<file path="config.mk">
export PLATFORM = sky130hd
export DESIGN_NAME = regfile_sb_flat
export DESIGN_NICKNAME = d
export VERILOG_FILES = /design/src/rtl/regfile_sb_if.sv /design/src/rtl/regfile_sb.sv /design/src/flat_wrapper.sv
export SDC_FILE = /design/constraint.sdc
export NUM_CORES = 1
export LEC_CHECK = 0
export ABC_AREA = 1
export CORE_MARGIN = 2
export CORE_UTILIZATION = 60
export CTS_CLUSTER_SIZE = 30
export DETAILED_ROUTE_END_ITERATION = 16
export GPL_TIMING_DRIVEN = 0
export HOLD_SLACK_MARGIN = 0.1
export PLACE_DENSITY = 0.86
export SYNTH_ARGS = -nofsm -noshare
export SYNTH_HDL_FRONTEND = slang
export SYNTH_SLANG_ARGS = --single-unit
export TNS_END_PERCENT = 20
</file>
<file path="constraint.sdc">
create_clock -name clk -period 5.8 [get_ports clk]
set_input_delay 1.74 -clock clk [delete_from_list [all_inputs] [get_ports clk]]
set_output_delay 1.74 -clock clk [all_outputs]
set_load 0.01 [all_outputs]
</file>
<file path="src/rtl/regfile_sb_if.sv">
// Bus bundle between decode/writeback and the scoreboarded register file.
// The master side drives addresses, write/lock requests and clr; the slave returns data and status.
interface regfile_sb_if #(
  parameter int WIDTH = 32,
  parameter int DEPTH = 4
);
  localparam int AW = $clog2(DEPTH);

  logic [AW-1:0]    ra1;
  logic [AW-1:0]    ra2;
  logic [WIDTH-1:0] rd1;
  logic [WIDTH-1:0] rd2;
  logic             busy1;
  logic             busy2;
  logic             wr;
  logic [AW-1:0]    wa;
  logic [WIDTH-1:0] wd;
  logic             lock;
  logic [AW-1:0]    la;
  logic             clr;
  logic             ready;
  logic             lock_err;

  modport master (
    output ra1, ra2, wr, wa, wd, lock, la, clr,
    input  rd1, rd2, busy1, busy2, ready, lock_err
  );

  modport slave (
    input  ra1, ra2, wr, wa, wd, lock, la, clr,
    output rd1, rd2, busy1, busy2, ready, lock_err
  );
endinterface

</file>
<file path="src/rtl/regfile_sb.sv">
// Two-read/one-write register file with write-first bypass, pending-write scoreboard
// and a one-entry-per-cycle clear sweep that runs after reset or on clr.
module regfile_sb #(
  parameter int WIDTH = 32,
  parameter int DEPTH = 4
) (
  input  logic        clk,
  input  logic        rst_n,
  regfile_sb_if.slave bus
);
  localparam int          AW   = $clog2(DEPTH);
  localparam logic [AW-1:0] LAST = AW'(DEPTH - 1);
  localparam int          NRD  = 2;

  typedef enum logic [0:0] {ST_CLEAR, ST_IDLE} state_t;

  state_t             state_q, state_d;
  logic [AW-1:0]      cnt_q, cnt_d;
  logic [DEPTH-1:0]   busy_q, busy_d;
  logic               lock_err_q, lock_err_d;

  // Storage is deliberately left out of reset; the sweep zeroes it.
  logic [WIDTH-1:0]   mem_q [DEPTH];
  logic               mem_we;
  logic [AW-1:0]      mem_wa;
  logic [WIDTH-1:0]   mem_wd;

  logic               idle;
  logic               wr_hits_la;

  assign idle       = (state_q == ST_IDLE);
  assign wr_hits_la = bus.wr && (bus.wa == bus.la);

  always_comb begin
    state_d    = state_q;
    cnt_d      = cnt_q;
    busy_d     = busy_q;
    lock_err_d = 1'b0;
    mem_we     = 1'b0;
    mem_wa     = bus.wa;
    mem_wd     = bus.wd;

    unique case (state_q)
      ST_CLEAR: begin
        mem_we = 1'b1;
        mem_wa = cnt_q;
        mem_wd = '0;
        busy_d = '0;
        if (cnt_q == LAST) begin
          state_d = ST_IDLE;
          cnt_d   = '0;
        end else begin
          cnt_d = cnt_q + AW'(1);
        end
      end

      ST_IDLE: begin
        if (bus.clr) begin
          state_d = ST_CLEAR;
          cnt_d   = '0;
          busy_d  = '0;
        end else begin
          if (bus.wr) begin
            mem_we            = 1'b1;
            busy_d[bus.wa]    = 1'b0;
          end
          // Applied after the write so a same-address lock keeps the register pending.
          if (bus.lock) begin
            busy_d[bus.la] = 1'b1;
            lock_err_d     = busy_q[bus.la] && !wr_hits_la;
          end
        end
      end

      default: begin
        state_d = ST_CLEAR;
        cnt_d   = '0;
        busy_d  = '0;
      end
    endcase
  end

  always_ff @(posedge clk or negedge rst_n) begin
    if (!rst_n) begin
      state_q    <= ST_CLEAR;
      cnt_q      <= '0;
      busy_q     <= '0;
      lock_err_q <= 1'b0;
    end else begin
      state_q    <= state_d;
      cnt_q      <= cnt_d;
      busy_q     <= busy_d;
      lock_err_q <= lock_err_d;
    end
  end

  always_ff @(posedge clk) begin
    if (mem_we) begin
      mem_q[mem_wa] <= mem_wd;
    end
  end

  logic [NRD-1:0][AW-1:0]    ra_v;
  logic [NRD-1:0][WIDTH-1:0] rd_v;
  logic [NRD-1:0]            busy_v;

  assign ra_v[0] = bus.ra1;
  assign ra_v[1] = bus.ra2;

  generate
    for (genvar gi = 0; gi < NRD; gi++) begin : g_rd
      logic hit;
      assign hit        = bus.wr && (bus.wa == ra_v[gi]);
      // Bypassed write data counts as available, so it also masks the busy bit.
      assign rd_v[gi]   = idle ? (hit ? bus.wd : mem_q[ra_v[gi]]) : '0;
      assign busy_v[gi] = idle && busy_q[ra_v[gi]] && !hit;
    end
  endgenerate

  assign bus.rd1      = rd_v[0];
  assign bus.rd2      = rd_v[1];
  assign bus.busy1    = busy_v[0];
  assign bus.busy2    = busy_v[1];
  assign bus.ready    = idle;
  assign bus.lock_err = lock_err_q;
endmodule

</file>
<file path="src/flat_wrapper.sv">
// flat-port wrapper written by rule: the top's interface ports become plain ports
module regfile_sb_flat 
#(
  parameter int WIDTH = 32,
  parameter int DEPTH = 4
)
  (clk, rst_n, bus_ra1, bus_ra2, bus_wr, bus_wa, bus_wd, bus_lock, bus_la, bus_clr, bus_rd1, bus_rd2, bus_busy1, bus_busy2, bus_ready, bus_lock_err);
  regfile_sb_if #(.WIDTH(WIDTH), .DEPTH(DEPTH)) bus_i ();
  input  logic clk;
  input  logic rst_n;
  input wire logic [$bits(bus_i.ra1)-1:0] bus_ra1;
  input wire logic [$bits(bus_i.ra2)-1:0] bus_ra2;
  input wire logic [$bits(bus_i.wr)-1:0] bus_wr;
  input wire logic [$bits(bus_i.wa)-1:0] bus_wa;
  input wire logic [$bits(bus_i.wd)-1:0] bus_wd;
  input wire logic [$bits(bus_i.lock)-1:0] bus_lock;
  input wire logic [$bits(bus_i.la)-1:0] bus_la;
  input wire logic [$bits(bus_i.clr)-1:0] bus_clr;
  output wire logic [$bits(bus_i.rd1)-1:0] bus_rd1;
  output wire logic [$bits(bus_i.rd2)-1:0] bus_rd2;
  output wire logic [$bits(bus_i.busy1)-1:0] bus_busy1;
  output wire logic [$bits(bus_i.busy2)-1:0] bus_busy2;
  output wire logic [$bits(bus_i.ready)-1:0] bus_ready;
  output wire logic [$bits(bus_i.lock_err)-1:0] bus_lock_err;
  assign bus_i.ra1 = bus_ra1;
  assign bus_i.ra2 = bus_ra2;
  assign bus_i.wr = bus_wr;
  assign bus_i.wa = bus_wa;
  assign bus_i.wd = bus_wd;
  assign bus_i.lock = bus_lock;
  assign bus_i.la = bus_la;
  assign bus_i.clr = bus_clr;
  assign bus_rd1 = bus_i.rd1;
  assign bus_rd2 = bus_i.rd2;
  assign bus_busy1 = bus_i.busy1;
  assign bus_busy2 = bus_i.busy2;
  assign bus_ready = bus_i.ready;
  assign bus_lock_err = bus_i.lock_err;
  regfile_sb #(.WIDTH(WIDTH), .DEPTH(DEPTH)) u_core (.clk(clk), .rst_n(rst_n), .bus(bus_i));
endmodule
</file>
# Word level (Yosys, flattened, before mapping)

Memory sizes are Yosys's and may differ from the RTL's.
Index checks and enable logic that the tools add are counted.

Bits in latches: 0
Input bits: 45
Output and inout port bits: 68
Register bits: 8
ROM bits: 0
Logic and storage cells: 70
Memory bits (writable): 128
Memories kept: 1

Memories:

| memory       | words | bits a word | rd ports | clocked after Yosys merged registers in | write ports | line             | source |
|---|---|---|---|---|---|---|---|
| u_core.mem_q | 4     | 32          | 2        | 0                                       | 1           | regfile_sb.sv:23 | `logic [WIDTH-1:0] mem_q [DEPTH];` |

Multipliers: 0
Eq/ne operators: 5
Reduce and logical (&&, ||, !) cells: 13
Div/mod/pow operators: 0
Bitwise logic cells: 4
Shift operators: 0
$lt $le $gt $ge: 6
Muxes and demuxes: 36
Add/subtract/negate cells: 1

Operator list:

| kind                                                              | count |
|---|---|
| 2-to-1 mux 32 bit                                                 | 5 |
| 2-to-1 mux 4 bit                                                  | 5 |
| 2-to-1 mux 1 bit                                                  | 14 |
| < comparator 2 x 3 -> 1 bit, second input constant                | 4 |
| logical AND 1 bit                                                 | 10 |
| case mux 4 bit (2 select lines)                                   | 1 |
| binary-select mux 1 bit (select 2 bit)                            | 3 |
| == test 2 bit                                                     | 3 |
| 2-to-1 mux 2 bit                                                  | 3 |
| AND 4 bit                                                         | 1 |
| demux 1 bit (select 2 bit)                                        | 2 |
| greater-or-equal comparator 2 x 1 -> 1 bit, second input constant | 2 |
| inverter 4 bit                                                    | 1 |
| bitwise OR 4 bit                                                  | 1 |
| case mux 1 bit (2 select lines)                                   | 2 |
| case mux 2 bit (2 select lines)                                   | 1 |
| zero test 1 bit                                                   | 3 |
| adder 2 x 1 -> 2 bit, second input constant                       | 1 |
| == test 2 bit, second input constant                              | 1 |
| inequality test 2 bit, second input constant                      | 1 |
| inverter 1 bit                                                    | 1 |

# Longest topological paths before layout

Gate-level depths: netlist of run 1.

Depth in word-level cells: 13
Mapped depth: 10
Depth with buffers taken out: 8

# Worst setup path before layout of run 1

Ideal clock, no wire load.

Path kind: in2out
From: in bus_ra2[0]
To: out bus_rd2[21]
Setup slack: 1.366 ns
Stages: 9
Arrival time: 2.694 ns
Data required time: 4.060 ns
Buffers on the path: 2
Cell sequence: buf_2 inv_2 clkbuf_1 nand2_1 nand3_1 nand2_1 nand2_1 nand2_1 nor2_1

Longest elaborated chain between the ends: 4
Elaborated cells between the ends (all ways): 5
Classes of those cells: eq/ne: 1; mux: 2; reduce/logical: 1; memory: 1

Ends and longest elaborated chain:

| item                                                        | line               | source |
|---|---|---|
| start: declaration                                          | flat_wrapper.sv:12 | `input wire logic [$bits(bus_i.ra2)-1:0] bus_ra2;` |
| branches (longest 2 deep; another with memory (4 x 32 bit)) | --                 |  |
| 2-to-1 mux 32 bit * (2 in a row)                            | regfile_sb.sv:115  | `assign rd_v[gi] = idle ? (hit ? bus.wd : mem_q[ra_v[gi]]) : '0;` |
| end: declaration                                            | flat_wrapper.sv:20 | `output wire logic [$bits(bus_i.rd2)-1:0] bus_rd2;` |

Mark *: on every way between the ends.

# Worst setup path in the final report of run 1

From: in bus_wr
To: out bus_rd1[3]

Longest elaborated chain between the ends: 3

Ends and longest elaborated chain:

| item                           | line               | source |
|---|---|---|
| start: declaration             | flat_wrapper.sv:13 | `input wire logic [$bits(bus_i.wr)-1:0] bus_wr;` |
| logical AND 1 bit              | regfile_sb.sv:113  | `assign hit = bus.wr && (bus.wa == ra_v[gi]);` |
| 2-to-1 mux 32 bit (2 in a row) | regfile_sb.sv:115  |  |
| end: declaration               | flat_wrapper.sv:19 | `output wire logic [$bits(bus_i.rd1)-1:0] bus_rd1;` |

Every way passes these cells.

==> flow_summary.toml, run 1 <==
[setup_path]
critPathTopFamily = "buffers and inverters"
worstSetupStartpointType = "input pin"
slowest_stage = "clkdlybuf4s50_1"
max_stage_delay_ns = 0.60
crit_top_cell = "nand2_1"
critPathCaptureType = "primary output"
path_class = "input pin to primary output"
cp.required_ns = 4.06
crit_fanout = 10
path_buf_inv = 3
arrival_ns = 3.86
worstPathCellList = "clkdlybuf4s50_1, nand2_1, nor2_4, nand2_2, buf_6, nand2_1, nand2_1, nor2_1, clkdlybuf4s50_1"

[drt]
drcViolationCount = 0
drt-vias-per-instance = 5.85
drt_first_pass_iters = 10
detail-route-antenna-nets = 0
post_drt_wl_per_cell_um = 18.5
num_vias = 8267
wl_met1_um = 9260
wl_met2_um = 12500
drtIter0Drc = 1223
top_layer = "met4"
finalWirelength_um = 26100
wl_met3_um = 3350

[sta]
finalWorstSetupSlack_ns = 0.201
grt_setup_unrepaired = "false"
setup_violations = 0
hold_viol_final = 0
slew_violations = 0
finalClockSkew_ns = 0.0102
hold_slack_ns = 0.519
fin_crit_sh_pct = 96.5
fmax_mhz = 179
worst_pin_slew_ns = 0.681
fin_tns_setup_ns = 0
slew_headroom_pct = 54.6
final.min_clock_period_ns = 5.60

[placement]
dp_hpwl_um = 16400
place_congestion = 0.887
post-place-ws_ns = 0.134
dpl_cell_area_um2 = 9520
portBuffers = 108

[grt]
grt_overflow = 0
grt_antenna_before_repair = 0
grt_usage_pct = 37.1
grt_pass1_vias = 8067
grt_pass1_wl_um = 40700
grt_max_degree = 24

[clock_tree]
cts_tree = "built"
clk_latency_ns = 0.43
root_buffer = "clkbuf_16"
cts.htree.levels = 4
clkSinkCount = 136
postCtsSetupBuffers = 0
clkSlewWorstSetupHoldPaths_ns = 0.06
max-clock-path-buffers = 2
cts_buffers = 17

[synth]
ys_ff_latch = 136
avgSynthCellArea_um2 = 7.40
yosysUniqueCellTypes = 25
synthCells = 1093
yosys_warnings = 0
synthesis.nets = 1139
netlist_area_um2 = 8090
ys_seq_area_share_pct = 50.0

[floorplan]
floorplan.initialDensity_pct = 61.4
dieArea_um2 = 14400
fp-row-count = 42
core_um2 = 13200
die-width_um = 120
die-height_um = 120
pin_count = 113

[layout]
area_growth_pct = 25.1
fin_nets = 1270
fin_area_um2 = 10100
mostFrequentLayoutCell = "nand2_1"
diodes = 0
drive_gt1_share_pct = 7.52
mostFrequentLayoutCells = "nand2_1 (500), nand3_1 (197), edfxtp_1 (128), clkdlybuf4s50_1 (106), inv_1 (74)"

[power]
irDropWorstVdd_mv = 0.487
power.density_nw_per_um2 = 449
finalPower_mw = 4.55
leakage_nw = 4.72

[min_path]
hold_path.class = "register to register"

[job]
drv_cap = 0

[status]
status = "completed"
[report_power, final]
part	switching (mW)	internal, mW
Combinational	1.03	0.604
Sequential	0.192	1.62
Clock	0.425	0.677
Total	1.65	2.90
[per-stage QoR]
stage               util (%)  std cells
floorplan                  -       1093
global placement        71.2       1377
detailed placement      72.2       1381
CTS                     76.7       1413
global route            76.8       1413
finish                  76.8       1413
[worst reg2reg max path, cell delays in order (launching register included)]
cell      delay [ns]
dfrtp_1         0.43
clkbuf_1        0.31
a21oi_1         0.50
inv_1           0.21
nor2_4          0.50
buf_16          0.25
[layer usage]
metal / GRT usage (%) / vias to the layer above
met5: 0 / -
met4: 19.0 / 0
met3: 8.46 / 112
met2: 59.6 / 676
met1: 47.1 / 3703
li1: - / 3776
[flip-flops by register name (all words and copies together), names as in the netlist]
name                 count
u_core.cnt_q             2
u_core.mem_q           128
u_core.busy_q            4
u_core.bus.lock_err      1
u_core.bus.ready         1
[logic make-up (layout without fill, tap and decap cells)]
group / Yosys count / count (layout) / synth area share [%]
DFF: 136 / 136 / 50.0
AOI/OAI and AO/OA: 25 / 25 / 1.65
buffers and inverters: 152 / 296 / 8.32
and+or+nand+nor: 777 / 777 / 39.6
xor gates and xnor gates: 2 / 2 / 0.309
adders and majority gates: 1 / 1 / 0.155
[cells in the mapped netlist]
master      n  area [µm²]
a21oi_1    11        55.1
a22o_1      1        8.76
buf_1       8        30.0
buf_2      28         140
buf_4      10        75.1
buf_6       4        45.0
clkbuf_1   22        82.6
dfrtp_1     8         200
edfxtp_1  128        3840
ha_1        1        12.5
inv_1      74         278
inv_2       6        22.5
nand2_1   500        1880
nand2_2     2        12.5
nand2_4     1        11.3
nand3_1   197         986
nand4_1     1        6.26
nor2_1     73         274
nor2_2      1        6.26
nor2_4      1        11.3
nor2_8      1        20.0
o211ai_1    2        15.0
o21ai_0    11        55.1
xnor2_2     1        16.3
xor2_1      1        8.76
[timing repair]
item                                    in CTS  in global routing
endpoints found under the setup margin       0                  7
resized for setup                            0                  2
hold buffers                                 0                  0
[final cells by class]
class | instances | area (µm²)
Sequential cell | 136 | 4040
Multi-Input combinational cell | 805 | 3410
Fill cell | 928 | 3070
Timing Repair Buffer | 112 | 1180
Clock buffer | 17 | 425
Buffer | 72 | 373
Inverter | 80 | 300
Tap cell | 176 | 220
Clock inverter | 15 | 175
[worst paths after layout]
check / startpoint / endpoint / slack [ns] / cells after the start
setup / recovery: bus_wr / bus_rd1[3] / 0.20 / 9
hold / removal: u_core.cnt_q[0] / u_core.cnt_q[0] / 0.52 / 1
setup reg to reg: u_core.bus.ready / u_core.mem_q[3][17] / 3.28 / 5
hold reg to reg: u_core.cnt_q[0] / u_core.cnt_q[0] / 0.52 / 1
max in group asynchronous: rst_n / u_core.busy_q[3] / 3.94 / 1
min in group asynchronous: rst_n / u_core.bus.lock_err / 1.59 / 1
No activity file was read; power rests on OpenSTA's default activity.
==> run 2, diff against run 1 <==
--- a/config.mk
+++ b/config.mk
@@ -6,6 +6,7 @@
 export NUM_CORES = 1
 export LEC_CHECK = 0
 export ABC_AREA = 1
+export CAP_MARGIN = 20
 export CORE_MARGIN = 2
 export CORE_UTILIZATION = 60
 export CTS_CLUSTER_SIZE = 30
==> results of run 2 <==
The final DEF is identical to that of run 1; final timing and power are the same.
